### src/rtl/xtea_cipher_core.sv
// Iterative XTEA engine: one full Feistel cycle (two half-rounds) per clock.
// A start pulse latches key/data/mode; all_done holds the result until the next start.
module xtea_cipher_core #(
    parameter int unsigned ROUNDS = 32,
    parameter logic [31:0] DELTA  = 32'h9E3779B9
) (
    input  logic         clock,
    input  logic         reset,
    input  logic         start,
    input  logic         mode,
    input  logic [127:0] key_in,
    input  logic [31:0]  data_in1,
    input  logic [31:0]  data_in2,
    output logic [31:0]  data_out1,
    output logic [31:0]  data_out2,
    output logic         busy,
    output logic         all_done
);

    typedef enum logic [1:0] {IDLE, RUN, DONE} state_t;

    localparam logic [31:0] DEC_SUM = DELTA * ROUNDS;
    localparam logic [5:0]  LAST    = 6'(ROUNDS - 1);

    state_t        state_q;
    logic [5:0]    cnt_q;
    logic [31:0]   v0_q, v1_q, sum_q;
    logic [31:0]   v0_d, v1_d, sum_d;
    logic [127:0]  key_q;
    logic          mode_q;
    logic [31:0]   out1_q, out2_q;
    logic          busy_q, done_q;

    function automatic logic [31:0] f_mix(input logic [31:0] x);
        return ((x << 4) ^ (x >> 5)) + x;
    endfunction

    // k0 is the most significant key word.
    function automatic logic [31:0] key_word(input logic [127:0] k, input logic [1:0] idx);
        logic [31:0] w;
        case (idx)
            2'd0:    w = k[127:96];
            2'd1:    w = k[95:64];
            2'd2:    w = k[63:32];
            default: w = k[31:0];
        endcase
        return w;
    endfunction

    // NOTE: blocking assignments here let the second half-round consume the
    // first half-round's result within the same cycle.
    always_comb begin
        v0_d  = v0_q;
        v1_d  = v1_q;
        sum_d = sum_q;
        if (!mode_q) begin
            v0_d  = v0_q + (f_mix(v1_q) ^ (sum_q + key_word(key_q, sum_q[1:0])));
            sum_d = sum_q + DELTA;
            v1_d  = v1_q + (f_mix(v0_d) ^ (sum_d + key_word(key_q, sum_d[12:11])));
        end else begin
            v1_d  = v1_q - (f_mix(v0_q) ^ (sum_q + key_word(key_q, sum_q[12:11])));
            sum_d = sum_q - DELTA;
            v0_d  = v0_q - (f_mix(v1_d) ^ (sum_d + key_word(key_q, sum_d[1:0])));
        end
    end

    // NOTE: sequential state uses non-blocking assignments only, and every
    // register (key store included) has an explicit async reset value.
    always_ff @(posedge clock or negedge reset) begin
        if (!reset) begin
            state_q <= IDLE;
            cnt_q   <= '0;
            v0_q    <= '0;
            v1_q    <= '0;
            sum_q   <= '0;
            key_q   <= '0;
            mode_q  <= 1'b0;
            out1_q  <= '0;
            out2_q  <= '0;
            busy_q  <= 1'b0;
            done_q  <= 1'b0;
        end else if (start) begin
            // Start wins in every state, so a block in flight is simply abandoned.
            state_q <= RUN;
            cnt_q   <= '0;
            v0_q    <= data_in1;
            v1_q    <= data_in2;
            sum_q   <= mode ? DEC_SUM : 32'd0;
            key_q   <= key_in;
            mode_q  <= mode;
            busy_q  <= 1'b1;
            done_q  <= 1'b0;
        end else begin
            case (state_q)
                RUN: begin
                    v0_q  <= v0_d;
                    v1_q  <= v1_d;
                    sum_q <= sum_d;
                    if (cnt_q == LAST) begin
                        out1_q  <= v0_d;
                        out2_q  <= v1_d;
                        busy_q  <= 1'b0;
                        done_q  <= 1'b1;
                        state_q <= DONE;
                    end else begin
                        cnt_q <= cnt_q + 6'd1;
                    end
                end
                default: ;
            endcase
        end
    end

    assign data_out1 = out1_q;
    assign data_out2 = out2_q;
    assign busy      = busy_q;
    assign all_done  = done_q;

endmodule

### config.mk
export PLATFORM = sky130hd
export DESIGN_NAME = xtea_cipher_core
export DESIGN_NICKNAME = d
export VERILOG_FILES = /design/src/rtl/xtea_cipher_core.sv
export SDC_FILE = /design/constraint.sdc
export NUM_CORES = 2
export LEC_CHECK = 0
export ABC_CLOCK_PERIOD_IN_PS = 12700
export BUFFER_PORTS_ARGS = -buffer_cell sky130_fd_sc_hd__clkbuf_2
export CORE_MARGIN = 2
export CORE_UTILIZATION = 45
export CTS_CLUSTER_DIAMETER = 30
export DETAILED_ROUTE_END_ITERATION = 8
export GPL_TIMING_DRIVEN = 0
export SYNTH_ARGS = -nofsm -noshare
export SYNTH_HDL_FRONTEND = slang
export SYNTH_SLANG_ARGS = --single-unit
export TNS_END_PERCENT = 5
### constraint.sdc
create_clock -name clock -period 12.7 [get_ports clock]
set_input_delay 1.27 -clock clock [delete_from_list [all_inputs] [get_ports clock]]
set_output_delay 1.27 -clock clock [all_outputs]
set_load 0.005 [all_outputs]
## Word-level counts from Yosys, hierarchy flattened

Index checks and enable logic that the tools add are counted.

| word-level totals | value |
|---|---|
| output and inout bits | 66 |
| bits of input ports | 196 |
| bits in registers | 299 |

| operators by class | value |
|---|---|
| equal/unequal tests | 11 |
| reductions and logical operators | 9 |
| mux-type cells | 30 |
| add/sub/neg operators | 15 |
| bitwise logic cells | 9 |

Operators by type and width:

| operator | count |
|---|---|
| 32-bit two-way mux | 14 |
| 32-bit case mux with 3 select lines | 4 |
| 32-bit adder | 10 |
| 32-bit by 27-bit bitwise XOR with 32-bit output | 4 |
| 32-bit bitwise XOR | 4 |
| 32-bit subtractor | 2 |
| 32-bit adder, second input constant | 1 |
| 32-bit subtractor, second input constant | 1 |
| 6-bit two-way mux | 3 |
| 2-bit by 1-bit == test with 1-bit output, second input constant | 5 |
| 2-bit == test, second input constant | 4 |
| 2-bit zero test | 4 |
| 6-bit by 1-bit adder with 6-bit output, second input constant | 1 |
| 6-bit by 5-bit == test with 1-bit output, second input constant | 1 |
| 1-bit two-way mux | 6 |
| 2-bit two-way mux | 3 |
| 2-bit AND reduction | 2 |
| 2-bit nonzero test | 2 |
| 3-bit AND reduction | 1 |
| 2-bit inequality test, second input constant | 1 |
| 1-bit NOT | 1 |

## Depth between registers and ports, before layout

| logic depth | value |
|---|---|
| word-level depth | 13 |
| mapped depth | 52 |

## Least setup slack after synthesis

OpenSTA, ideal clock, no wires.

| timing | value |
|---|---|
| path type | reg2reg |
| from | register sum_q[11] |
| to | register out1_q[31] (netlist: data_out1[31]) |
| clock period less this slack | 9.863 ns |
| setup time | 0.131 ns |
| slack | 2.837 ns |
| stages on the path, launching flop included | 50 |
| path buffers | 3 |
| arrival time | 9.733 ns |
| required time | 12.569 ns |
| path through | dfrtp_1 > buf_2 > buf_1 > buf_1 > mux4_2 > ha_1 > a21oi_1 > a21oi_1 > o21a_1 > o21ai_0 > a32oi_1 > a31o_2 > a21o_1 > a21o_1 > a21o_1 > a21oi_1 > xnor2_1 > ha_1 > [14 not listed] > nand2_1 > nand2_1 > nand2_1 > a21oi_1 > xnor2_1 > ha_1 > inv_1 > a21oi_1 > o21a_1 > nor2_1 > inv_1 > o21ai_0 > a2bb2oi_1 > xnor2_1 > xnor3_1 > nand4b_1 > o2111ai_1 > o21ai_0 |

| on the way | value |
|---|---|
| cells in the longest elaborated chain, start to end | 11 |
| elaborated cells between the ends (all ways) | 18 |

RTL lines:

| what | RTL line | RTL |
|---|---|---|
| from (decl) | 27 | `logic [31:0] v0_q, v1_q, sum_q;` |
| from (signal assigned) | 88 | `sum_q <= mode ? DEC_SUM : 32'd0;` |
| from (signal assigned) | 98 | `sum_q <= sum_d;` |
| 2-bit == test (tied with other cells) | 41 | `case (idx)` |
| 32-bit case mux with 3 select lines | 41 |  |
| 32-bit two-way mux | 56 | `if (!mode_q) begin` |
| 32-bit adder | 61 | `v1_d = v1_q - (f_mix(v0_q) ^ (sum_q + key_word(key_q, sum_q[12:11])));` |
| 32-bit bitwise XOR | 61 |  |
| 32-bit subtractor | 61 |  |
| 32-bit by 27-bit bitwise XOR with 32-bit output | 35 | `return ((x << 4) ^ (x >> 5)) + x;` |
| 32-bit adder | 35 |  |
| 32-bit bitwise XOR | 63 | `v0_d = v0_q - (f_mix(v1_d) ^ (sum_d + key_word(key_q, sum_d[1:0])));` |
| 32-bit subtractor | 63 |  |
| 32-bit two-way mux * | 56 |  |
| to (signal assigned) | 100 | `out1_q <= v0_d;` |
| to (decl) | 31 | `logic [31:0] out1_q, out2_q;` |

Every way passes the cells marked *; elsewhere a longest branch is shown, timed or not. The select of a mux whose other input is x is not followed.
A chain may end at the register's enable or synchronous reset.

## Worst setup path in the final report

| timing | value |
|---|---|
| from | register sum_q[0] |
| to | register out2_q[31] (netlist: data_out2[31]) |

| on the way | value |
|---|---|
| cells in the longest elaborated chain, start to end | 11 |
| elaborated cells between the ends (all ways) | 23 |

RTL lines:

| what | RTL line | RTL |
|---|---|---|
| 2-bit == test (tied with other cells) | 41 |  |
| 32-bit case mux with 3 select lines | 41 |  |
| 32-bit two-way mux | 56 |  |
| 32-bit adder | 57 | `v0_d = v0_q + (f_mix(v1_q) ^ (sum_q + key_word(key_q, sum_q[1:0])));` |
| 32-bit bitwise XOR | 57 |  |
| 32-bit adder | 57 |  |
| 32-bit by 27-bit bitwise XOR with 32-bit output | 35 |  |
| 32-bit adder | 35 |  |
| 32-bit bitwise XOR | 59 | `v1_d = v1_q + (f_mix(v0_d) ^ (sum_d + key_word(key_q, sum_d[12:11])));` |
| 32-bit adder | 59 |  |
| 32-bit two-way mux * | 56 |  |
| to (signal assigned) | 101 | `out2_q <= v1_d;` |
| to (decl) | 31 |  |

Marked as above.

==> impl_metrics.py <==
metrics = {
    "routing": {
        "vias": 36633,
        "wl_met2_um": 69520,
        "highest_layer": "met4",
        "wl_per_cell_um": 27.84,
        "drt-met1-wl_um": 66470,
        "routed-wl-met3_um": 16990,
        "drtPass1Iterations": 7,
        "postRouteAntennaNets": 0,
        "routed_wirelength_um": 161200,
        "drt-initial-drc-count": 4951,
        "viasPerCell": 6.326,
        "drc": 0,
    },
    "logic_synthesis": {
        "yosysSeqAreaShare": 0.2025,
        "synth.area.mux_share": 0.09962,
        "synth_ff_type": "dfrtp_1",
        "synthAdderAreaFrac": 0.1416,
        "netlist_area_sq_mm": 0.03670,
        "synth_edf_count": 0,
        "synth-compound-area-share": 0.2431,
        "syn-num-nets": 4921,
        "yosys_warnings": 0,
        "synth_cells": 4317,
        "synth_top_family_by_area": "compound AO/OA/AOI/OAI gates",
        "ys_ff_latch": 297,
        "ys_async_sr_fraction": 1.000,
        "synth-xor-area-share": 0.1547,
        "synth.avg_cell_area_sq_um": 8.501,
        "yosys.cell_types.count": 90,
        "synth-simple-area-share": 0.1240,
    },
    "critical_path": {
        "crit_arrival_ns": 12.78,
        "crit_fanout": 10,
        "worst-r2r-cell-count": 53,
        "crit_path_start_kind": "register",
        "cp.required_ns": 13.22,
        "cpPeakStageDelay_ns": 0.48,
        "critPathSlowestCell": "dfrtp_2",
        "crit_top_cell": "a21o_1",
        "r2r_end": "data_out2[31]",
        "cp-end-kind": "register",
        "crit_type": "reg2reg",
        "rrSetupSlack_ns": 0.44,
        "rr_startpoint": "sum_q[0]",
    },
    "cts": {
        "cts-buffers-inserted": 77,
        "cts_root_buffer": "clkbuf_16",
        "cts_tree": "done",
        "postCtsHoldBufs": 0,
        "cts_sinks": 297,
        "clk_latency_ns": 0.66,
        "htree_levels": 3,
        "clockBufferDepth": 3,
        "clkSlewWorstSetupHoldPaths_ns": 0.05,
    },
    "min_path": {
        "min_path_type": "in2async",
    },
    "outcome": {
        "status": "finished, violations left",
        "violations": "max-capacitance violations, max-slew violations",
    },
    "grt": {
        "gr-total-overflow": 0,
        "grt_max_degree": 109,
        "grt_use_total": 0.3758,
        "antenna_found_initial": 5,
        "grt_pass1_wl_um": 228300,
        "grt_pass1_vias": 35009,
    },
    "sta": {
        "worstMarginPinSlew_ns": 1.582,
        "fmax_ghz": 0.08156,
        "slew-limit-headroom": -0.05449,
        "finalCriticalPeriod_ns": 12.26,
        "finalCritPeriodShare": 0.9654,
        "hold_viol": 0,
        "maxSlewViolCount": 11,
        "clock_skew_ns": 0.04064,
        "setup_violations": 0,
    },
    "floorplan": {
        "rows": 104,
        "start_util": 0.4549,
        "num_io_pins": 262,
        "core_area_sq_mm": 0.08068,
        "fp.dieH_um": 289.6,
        "dieWidth_um": 289.6,
        "die_area_sq_mm": 0.08385,
    },
    "placement": {
        "numPortBuffers": 260,
        "hpwl_um": 131100,
        "gp_congestion": 1.039,
    },
    "cells_and_area": {
        "final_common_cell": "xnor2_1",
        "layout-drive-gt1-share": 0.1373,
        "register_area_sq_mm": 0.007435,
        "final_cell_mix": "xnor2_1 (425), ha_1 (395), a21oi_1 (378)",
        "multi_input_area_sq_mm": 0.02812,
        "post-route-util": 0.5241,
        "synthToLayoutAreaGrowth_pct": 15.21,
        "nFillCells": 7996,
        "fin_nets": 5269,
    },
    "job": {
        "drv_cap": 2,
    },
}
logic make-up after synthesis:
group	Yosys count
simple gates	991
compound gates	1375
xor+xnor	641
buf+inv	330
mux	275
fa+ha+maj	408
flops	297
layer usage:
layer / global-route usage / vias to the layer above
met3: 0.07261 / 401
met2: 0.5766 / 1961
met1: 0.5095 / 17674
li1: - / 16597
met4: 0.1755 / 0
met5: 0 / -
timing repair:
item	CTS	global route
setup buffers	0	5
setup endpoints to repair	8	11
pin swaps	0	4
resized for setup	8	31
through the flow:
step	setup TNS (ns)	cell area (sq um)	setup slack, ns	hold slack, ns	instances
after global placement	-9.413	39330	-1.273	0.4607	5637
after detailed placement	-1.798	39430	-0.4345	0.4667	5642
final	0	42280	0.4391	0.4430	5791
after global routing	-0.03290	42270	-0.01966	0.4317	5787
after floorplan	0	36700	2.837	0.4698	4317
after CTS	0	42140	0.01290	0.4249	5782
worst max-delay path by stage:
stage	start	to	slack, ns	cells after the start
after floorplan	sum_q[11]	data_out1[31]	2.84	49
after global placement	sum_q[0]	data_out2[31]	-1.27	52
after detailed placement	sum_q[0]	data_out2[31]	-0.43	53
after CTS	sum_q[0]	data_out2[31]	0.01	53
after global routing	sum_q[0]	v1_q[31]	-0.02	53
final	sum_q[0]	data_out2[31]	0.44	53
synth_stat cells (12+ instances only):
library cell	count	area [sq um]
nand2b_1	43	269.0
mux2_2	102	1149
o211ai_1	30	225.2
o21bai_1	57	427.9
a31oi_1	25	156.4
buf_1	37	138.9
fa_1	12	240.2
or2_2	15	93.84
o21ai_0	318	1592
clkbuf_1	119	446.7
a21o_1	237	1779
mux2i_1	111	1111
a21oi_1	379	1897
a31o_2	14	122.6
dfrtp_1	297	7432
nor2_1	266	998.5
o21a_1	54	405.4
inv_1	163	611.8
xnor2_1	435	3810
mux4_2	62	1396
a211oi_1	54	405.4
and3_1	35	219.0
ha_1	396	4955
a222oi_1	64	640.6
nand3_1	54	270.3
xor2_1	201	1760
nor3_1	64	320.3
or3_1	26	162.7
nand4_1	33	206.5
nor2b_1	28	175.2
and4_1	14	122.6
nand2_1	370	1389
sequential cells by signal (all words and copies together) (netlist names):
name	count
sum_q	32
mode_q	1
v1_q	32
state_q	2
data_out1	32
cnt_q	6
v0_q	32
key_q	128
data_out2	32
final cells by class:
cell class	count	area share
multi-input cells	3690	0.6650
well taps	1060	0.03137
clock buffers	89	0.04735
plain buffers	165	0.01563
diodes	4	0.0002367
clock inverters	52	0.01574
flip-flops and latches	297	0.1758
inverters	164	0.01465
repair buffers	270	0.03418
worst max-delay path: cells and delay by family (launching register included):
family | cells | cell delay (ns)
flops | 1 | 0.48
xor+xnor | 8 | 1.63
mux | 2 | 0.33
fa+ha+maj | 6 | 2.00
buf+inv | 5 | 1.19
simple gates | 10 | 1.60
compound gates | 22 | 4.84
Power is not shown: default switching activity piles up to over one toggle a cycle in this logic, so the estimate is an artifact.
